==> config.mk <==
export PLATFORM = sky130hd
export DESIGN_NAME = sal_rd_resp_buf
export DESIGN_NICKNAME = d
export VERILOG_FILES = /design/src/rtl/sal_rd_resp_buf.sv
export SDC_FILE = /design/constraint.sdc
export NUM_CORES = 2
export LEC_CHECK = 0
export BUFFER_PORTS_ARGS = -buffer_cell sky130_fd_sc_hd__clkbuf_2
export CAP_MARGIN = 20
export CELL_PAD_IN_SITES_DETAIL_PLACEMENT = 0
export CELL_PAD_IN_SITES_GLOBAL_PLACEMENT = 2
export CORE_UTILIZATION = 40
export CTS_CLUSTER_SIZE = 40
export DETAILED_ROUTE_END_ITERATION = 16
export PLACE_DENSITY_LB_ADDON = 0.1
export SYNTH_ARGS = -nofsm -noshare
export SYNTH_HDL_FRONTEND = slang
export SYNTH_SLANG_ARGS = --single-unit
==> constraint.sdc <==
create_clock -name clk -period 16.05 [get_ports clk]
set_clock_uncertainty 0.2 [all_clocks]
set_input_delay 0.8025 -clock clk [delete_from_list [all_inputs] [get_ports clk]]
set_output_delay 0.8025 -clock clk [all_outputs]
set_load 0.05 [all_outputs]
==> src/rtl/sal_rd_resp_buf.sv <==
// Read-return buffer between the DFI read datapath and the AXI R channel.
// Optional SAL_RDBUF_BYPASS_EN routes rd_data straight to R when the buffer is idle.
`timescale 1ns/1ps

module sal_rd_resp_buf #(
  parameter int unsigned DATA_WIDTH      = 128,
  parameter int unsigned ID_WIDTH        = 4,
  parameter int unsigned TAG_DEPTH       = 8,
  parameter int unsigned DATA_DEPTH      = 16,
  parameter int unsigned BEATS_PER_BURST = 2
) (
  input  logic                          clk,
  input  logic                          rst_n,
  input  logic                          tag_valid,
  output logic                          tag_ready,
  input  logic [ID_WIDTH-1:0]           tag_id,
  input  logic [3:0]                    tag_len,
  input  logic                          rd_valid,
  input  logic [DATA_WIDTH-1:0]         rd_data,
  output logic [$clog2(DATA_DEPTH):0]   buf_space,
  input  logic                          rsv_valid,
  output logic                          rvalid,
  input  logic                          rready,
  output logic [ID_WIDTH-1:0]           rid,
  output logic [DATA_WIDTH-1:0]         rdata,
  output logic [1:0]                    rresp,
  output logic                          rlast,
  output logic                          err
);

  localparam int unsigned TAG_AW  = $clog2(TAG_DEPTH);
  localparam int unsigned DATA_AW = $clog2(DATA_DEPTH);
  localparam int unsigned SPACE_W = DATA_AW + 1;
  localparam int unsigned TAG_W   = ID_WIDTH + 4;
  localparam int unsigned CNT_W   = 5;
  localparam int unsigned RSV_W   = SPACE_W + 1;
  localparam int unsigned SUM_W   = RSV_W + 1;

  // Index of the final beat; 5-bit arithmetic makes len=0 wrap to 32 beats.
  function automatic logic [CNT_W-1:0] f_last_idx(input logic [3:0] len);
    return CNT_W'(CNT_W'(len) * CNT_W'(BEATS_PER_BURST)) - CNT_W'(1);
  endfunction

  // Storage and state
  logic [TAG_W-1:0]      r_tag_mem [TAG_DEPTH];
  logic [TAG_AW:0]       r_tag_wptr;
  logic [TAG_AW:0]       r_tag_rptr;
  logic [DATA_WIDTH-1:0] r_dat_mem [DATA_DEPTH];
  logic [DATA_AW:0]      r_dat_wptr;
  logic [DATA_AW:0]      r_dat_rptr;
  logic [CNT_W-1:0]      r_beat_cnt;
  logic [RSV_W-1:0]      r_rsv_cnt;
  logic [SPACE_W-1:0]    r_buf_space;
  logic                  r_err;
  logic                  r_rvalid;
  logic                  r_rlast;
  logic [ID_WIDTH-1:0]   r_rid;
  logic [DATA_WIDTH-1:0] r_rdata;

  // Combinational control
  logic                  w_rvalid;
  logic                  w_rlast;
  logic                  w_byp;
  logic                  w_hs;
  logic [TAG_AW:0]       w_tag_cnt;
  logic [TAG_AW:0]       w_tag_left;
  logic [TAG_AW:0]       w_tag_wptr_nxt;
  logic [TAG_AW:0]       w_tag_rptr_nxt;
  logic                  w_tag_empty;
  logic                  w_tag_full;
  logic                  w_tag_push;
  logic                  w_tag_pop;
  logic                  w_tag_ne_nxt;
  logic [TAG_W-1:0]      w_tag_head_nxt;
  logic [DATA_AW:0]      w_dat_cnt;
  logic [DATA_AW:0]      w_dat_left;
  logic [DATA_AW:0]      w_dat_wptr_nxt;
  logic [DATA_AW:0]      w_dat_rptr_nxt;
  logic [DATA_AW:0]      w_dat_cnt_nxt;
  logic                  w_dat_empty;
  logic                  w_dat_full;
  logic                  w_dat_push;
  logic                  w_dat_pop;
  logic                  w_dat_ne_nxt;
  logic [DATA_WIDTH-1:0] w_dat_head_nxt;
  logic                  w_drop;
  logic                  w_orphan;
  logic                  w_rsv_over;
  logic [CNT_W-1:0]      w_beat_nxt;
  logic                  w_last_nxt;
  logic                  w_valid_nxt;
  logic                  w_rsv_dec;
  logic [SUM_W-1:0]      w_rsv_sum;
  logic [RSV_W-1:0]      w_rsv_nxt;
  logic [SUM_W-1:0]      w_used;
  logic [SPACE_W-1:0]    w_space_nxt;

  // FIFO status from the extra-wrap-bit pointers
  assign w_tag_cnt   = r_tag_wptr - r_tag_rptr;
  assign w_tag_empty = (r_tag_wptr == r_tag_rptr);
  assign w_tag_full  = (r_tag_wptr[TAG_AW] != r_tag_rptr[TAG_AW]) &&
                       (r_tag_wptr[TAG_AW-1:0] == r_tag_rptr[TAG_AW-1:0]);
  assign w_dat_cnt   = r_dat_wptr - r_dat_rptr;
  assign w_dat_empty = (r_dat_wptr == r_dat_rptr);
  assign w_dat_full  = (r_dat_wptr[DATA_AW] != r_dat_rptr[DATA_AW]) &&
                       (r_dat_wptr[DATA_AW-1:0] == r_dat_rptr[DATA_AW-1:0]);

  assign w_hs       = w_rvalid && rready;
  assign w_tag_push = tag_valid && !w_tag_full;
  assign w_tag_pop  = w_hs && w_rlast;
  assign w_dat_pop  = w_hs && !w_byp;
  assign w_dat_push = rd_valid && !(w_byp && rready) && (!w_dat_full || w_dat_pop);
  assign w_drop     = rd_valid && w_dat_full && !w_dat_pop;
  assign w_orphan   = rd_valid && w_tag_empty;
  assign w_rsv_over = rsv_valid && (r_buf_space < SPACE_W'(BEATS_PER_BURST));

  assign w_tag_wptr_nxt = r_tag_wptr + (TAG_AW+1)'(w_tag_push);
  assign w_tag_rptr_nxt = r_tag_rptr + (TAG_AW+1)'(w_tag_pop);
  assign w_dat_wptr_nxt = r_dat_wptr + (DATA_AW+1)'(w_dat_push);
  assign w_dat_rptr_nxt = r_dat_rptr + (DATA_AW+1)'(w_dat_pop);
  assign w_dat_cnt_nxt  = w_dat_wptr_nxt - w_dat_rptr_nxt;

  // Post-update heads: an incoming entry becomes head when the FIFO drains to empty this cycle
  assign w_tag_left     = w_tag_cnt - (TAG_AW+1)'(w_tag_pop);
  assign w_tag_ne_nxt   = (w_tag_left != '0) || w_tag_push;
  assign w_tag_head_nxt = (w_tag_left == '0) ? {tag_id, tag_len}
                                             : r_tag_mem[w_tag_rptr_nxt[TAG_AW-1:0]];
  assign w_dat_left     = w_dat_cnt - (DATA_AW+1)'(w_dat_pop);
  assign w_dat_ne_nxt   = (w_dat_left != '0) || w_dat_push;
  assign w_dat_head_nxt = (w_dat_left == '0) ? rd_data
                                             : r_dat_mem[w_dat_rptr_nxt[DATA_AW-1:0]];

  assign w_beat_nxt  = w_tag_pop ? '0 : (w_hs ? r_beat_cnt + CNT_W'(1) : r_beat_cnt);
  assign w_last_nxt  = w_tag_ne_nxt && (w_beat_nxt == f_last_idx(w_tag_head_nxt[3:0]));
  assign w_valid_nxt = w_tag_ne_nxt && w_dat_ne_nxt;

  // Reservations saturate rather than wrap so an overbooked scheduler only reads zero space
  assign w_rsv_dec   = rd_valid && (r_rsv_cnt != '0);
  assign w_rsv_sum   = SUM_W'(r_rsv_cnt)
                     + (rsv_valid ? SUM_W'(BEATS_PER_BURST) : SUM_W'(0))
                     - SUM_W'(w_rsv_dec);
  assign w_rsv_nxt   = w_rsv_sum[RSV_W] ? '1 : w_rsv_sum[RSV_W-1:0];
  assign w_used      = SUM_W'(w_dat_cnt_nxt) + SUM_W'(w_rsv_nxt);
  assign w_space_nxt = (w_used >= SUM_W'(DATA_DEPTH)) ? '0
                                                      : SPACE_W'(SUM_W'(DATA_DEPTH) - w_used);

  always_ff @(posedge clk) begin
    if (w_tag_push) r_tag_mem[r_tag_wptr[TAG_AW-1:0]] <= {tag_id, tag_len};
    if (w_dat_push) r_dat_mem[r_dat_wptr[DATA_AW-1:0]] <= rd_data;
  end

  // Output stage mirrors the post-update FIFO heads, giving one beat per clock with no bubble
  always_ff @(posedge clk or negedge rst_n) begin
    if (!rst_n) begin
      r_tag_wptr  <= '0;
      r_tag_rptr  <= '0;
      r_dat_wptr  <= '0;
      r_dat_rptr  <= '0;
      r_beat_cnt  <= '0;
      r_rsv_cnt   <= '0;
      r_buf_space <= SPACE_W'(DATA_DEPTH);
      r_err       <= 1'b0;
      r_rvalid    <= 1'b0;
      r_rlast     <= 1'b0;
      r_rid       <= '0;
      r_rdata     <= '0;
    end else begin
      r_tag_wptr  <= w_tag_wptr_nxt;
      r_tag_rptr  <= w_tag_rptr_nxt;
      r_dat_wptr  <= w_dat_wptr_nxt;
      r_dat_rptr  <= w_dat_rptr_nxt;
      r_beat_cnt  <= w_beat_nxt;
      r_rsv_cnt   <= w_rsv_nxt;
      r_buf_space <= w_space_nxt;
      r_err       <= r_err || w_drop || w_orphan || w_rsv_over;
      r_rvalid    <= w_valid_nxt;
      r_rlast     <= w_valid_nxt && w_last_nxt;
      r_rid       <= w_tag_ne_nxt ? w_tag_head_nxt[TAG_W-1:4] : '0;
      r_rdata     <= w_dat_ne_nxt ? w_dat_head_nxt : '0;
    end
  end

`ifdef SAL_RDBUF_BYPASS_EN
  logic w_byp_last;

  // Idle buffer with a waiting tag: present the DFI word on R in the same cycle
  assign w_byp      = rd_valid && w_dat_empty && !w_tag_empty && !r_rvalid;
  assign w_byp_last = (r_beat_cnt == f_last_idx(r_tag_mem[r_tag_rptr[TAG_AW-1:0]][3:0]));
  assign w_rvalid   = r_rvalid || w_byp;
  assign w_rlast    = w_byp ? w_byp_last : r_rlast;
  assign rdata      = w_byp ? rd_data : r_rdata;
`else
  assign w_byp      = 1'b0;
  assign w_rvalid   = r_rvalid;
  assign w_rlast    = r_rlast;
  assign rdata      = r_rdata;
`endif

  assign rvalid    = w_rvalid;
  assign rlast     = w_rlast;
  assign rid       = r_rid;
  assign rresp     = 2'b00;
  assign err       = r_err;
  assign tag_ready = !w_tag_full;
  assign buf_space = r_buf_space;

endmodule

==> qor.yml <==
status: "completed"
setup_viol: 0
layout_common_cells: "edfxtp_1, mux4_2, nand2_1"
r2r_cells: 19
slowest_stage: "inv_8"
vias: 40490
synth-edff-count: 2112
arrival_ns: 6.80
synth-xor-area-share_pct: 0.4482
cts_tree: "yes"
ys_ff_latch: 2281
path_cells: "inv_1 -> ha_1 -> and4_1 -> nand2_1 -> nand2_1 -> inv_8 -> ha_1 -> inv_1 -> ha_1 -> inv_1 -> fa_1 -> maj3_1 -> a21oi_1 -> xor3_1 -> ha_1 -> o21a_1 -> o22a_1 -> or4_1 -> nor3b_1"
grt_start_max_net_pins: 134
slew_viol_final: 0
die_w_um: 468.6
p_per_area_mw_per_mm2: 205.2
port_buffers: 282
ys_types: 52
num_rows: 170
cts_root_buf: "clkbuf_16"
cpPeakStageDelay_ns: 0.65
drv_cap: 0
core_mm2: 0.2155
p_switching_w: 0.006925
final_common_cell: "edfxtp_1"
dp.cells: 6828
synth_compound_area_share_pct: 1.070
start_util_pct: 40.42
final_cells: 7293
hold_viol_final: 0
tns_ns: 0
final.min_clock_period_ns: 6.214
cts_resized: 0
synthCells: 3831
internal-power_w: 0.01357
h-tree-depth: 4
synth_top_area_cell: "edfxtp_1"
detail_route.iter0.violations: 3312
grtUsageMet1_pct: 29.64
hold_class: "in2reg"
dieArea_mm2: 0.2196
viasPerCell: 5.551
drtPass1Iterations: 7
synth_area_leaders: "edfxtp_1, mux4_2, dfrtp_1"
grt-ovfl-total: 0
worst_slew_pin_slew_ns: 1.094
area_delta_synth_final_pct: 14.65
synth_area_mm2: 0.08709
p_comb_share_pct: 36.8
track_usage_pct: 20.48
drc: 0
synth_fa_ha_area_share_pct: 0.7470
final_nets: 4428
ios: 285
synth_top_flop_cell: "edfxtp_1"
dp_hpwl_um: 105100
drive_gt1_share_pct: 31.17
endpoint_kind: "flip-flop"
post-route-period-util_pct: 38.72
die_h_um: 468.6
swShare_pct: 33.79
clk_pin_slew_ns: 0.06
worstSetupPathType: "reg2reg"
wl_per_cell_um: 30.53
met3_usage_pct: 3.522
synth-simple-area-share_pct: 1.816
maxSlewHeadroom_pct: 26.77
numCtsBuffers: 237
min_from: "tag_len[3]"
synth_top_family_by_area: "multiplexers"
synth_mux_area_share_pct: 17.05
synth_top_area_share_pct: 72.82
antenna_found_initial: 43
clock_latency_ns: 0.89
async_flop_share_pct: 7.409
crit_fanout: 62
cts.path.max_buffers: 3
routabilityCongestion: 0.7001
grt_setup_unrepaired: "false"
cts_sinks: 2281
grt_busiest_layer: "met2"
yosys_warnings: 0
peakVddDrop_uv: 196.0
wl_um: 222600
clockPowerShare_pct: 26.0
use_met2_pct: 32.59
grt_pass1_vias: 42650
final_antenna_net_count: 0
yosysSeqAreaShare_pct: 77.68
cts_setup_buffers: 0
hold_buffers: 10
grt_pass1_wl_um: 318100
p_leak_nw: 32.70
hold_path_depth: 1
cp.required_ns: 16.63
startpoint: "r_dat_wptr[2]"
p_seq_share_pct: 37.2
avgSynthCellArea_um2: 22.73
crit_path_start_kind: "flip-flop"
max_freq_mhz: 160.9
cp_common_cell: "ha_1"
rr_startpoint: "r_dat_wptr[2]"
==> cells in the mapped netlist (7+ instances only) <==
cell	n
dfrtp_1	168
edfxtp_1	2112
o21ai_0	140
xnor2_1	21
buf_2	67
a31oi_1	7
inv_1	43
ha_1	40
nor4_1	8
fa_1	7
clkbuf_1	112
xor2_1	15
nor2_1	27
mux4_2	650
buf_1	17
nand2_1	284
a21oi_1	15
nand3_1	11
nor3_1	16
==> logic make-up (layout without fill, tap and decap cells) <==
kind of cell	after synthesis	after routing
adder cells (fa/ha/maj)	48	48
multiplexers	664	664
other	1	7
buffers and inverters	245	863
AND/OR/NAND/NOR	378	378
flip-flops	2281	2281
AO/OA/AOI/OAI	175	175
XOR/XNOR	39	39
==> area by class of cell <==
cell class / instances / area (um^2)
clock inverters: 98 / 872.1
flip-flops and latches: 2281 / 67650
fillers: 17910 / 115600
well taps: 2838 / 3551
diodes: 5 / 12.51
multi-input cells: 1306 / 18540
clock buffers: 352 / 6745
inverters: 44 / 177.7
repair buffers: 369 / 2300
==> routing by layer <==
layer / share of wire, % / routed length, um / vias up
li1: - / - / 16810
met1: 46 / 102100 / 22440
met2: 48 / 106400 / 883
met3: 4.5 / 9946 / 317
met4: 1.8 / 3982 / 42
met5: 0.12 / 269 / -
==> power groups by stage <==
stage                     Clock (W)  Sequential (W)  Combinational (W)
after CTS                   0.00548         0.00763            0.00776
after floorplan                   0         0.00837            0.00491
after global routing        0.00569         0.00767            0.00817
final                       0.00533         0.00761            0.00755
after detailed placement          0         0.00774            0.00775
after global placement            0         0.00774            0.00776
==> state kept, by name (all words and copies together), names as in the netlist <==
register / cells
r_rsv_cnt: 6
r_dat_wptr: 5
r_tag_mem: 64
rdata: 128
r_beat_cnt: 5
rvalid: 1
err: 1
r_dat_rptr: 5
buf_space: 5
r_tag_wptr: 4
r_dat_mem: 2048
rlast: 1
r_tag_rptr: 4
rid: 4
==> worst max-delay path, delay by kind of cell, from the launching register on <==
kind,cells,cell delay [ns]
AOI/OAI and AO/OA,3,0.52
DFF,1,0.56
xor gates and xnor gates,1,0.43
and+or+nand+nor,5,1.42
adders and majority gates,6,2.03
buffers and inverters,4,0.94
==> worst paths after layout <==
path | to | slack [ns]
max | buf_space[2] | 9.84
max reg2reg | buf_space[2] | 9.84
min | r_tag_mem[6][3] | 0.08
min reg2reg | r_tag_wptr[2] | 0.33
max in group asynchronous | rdata[85] | 13.19
min in group asynchronous | rid[0] | 0.27
==> stage by stage <==
step	instance area, um^2	hold WS, ns	setup WS, ns	util (%)	power (W)
finish	99850	0.07998	9.836	46.34	0.02049
global route	99850	0.02540	9.449	46.34	0.02154
CTS	99840	0.002171	9.797	46.34	0.02087
detailed placement	92120	0.2882	9.461	42.75	0.01549
global placement	92120	0.2742	9.409	42.75	0.01549
floorplan	87100	0.2821	0.2190	-	0.01328
No activity file was read; power rests on OpenSTA's default activity.
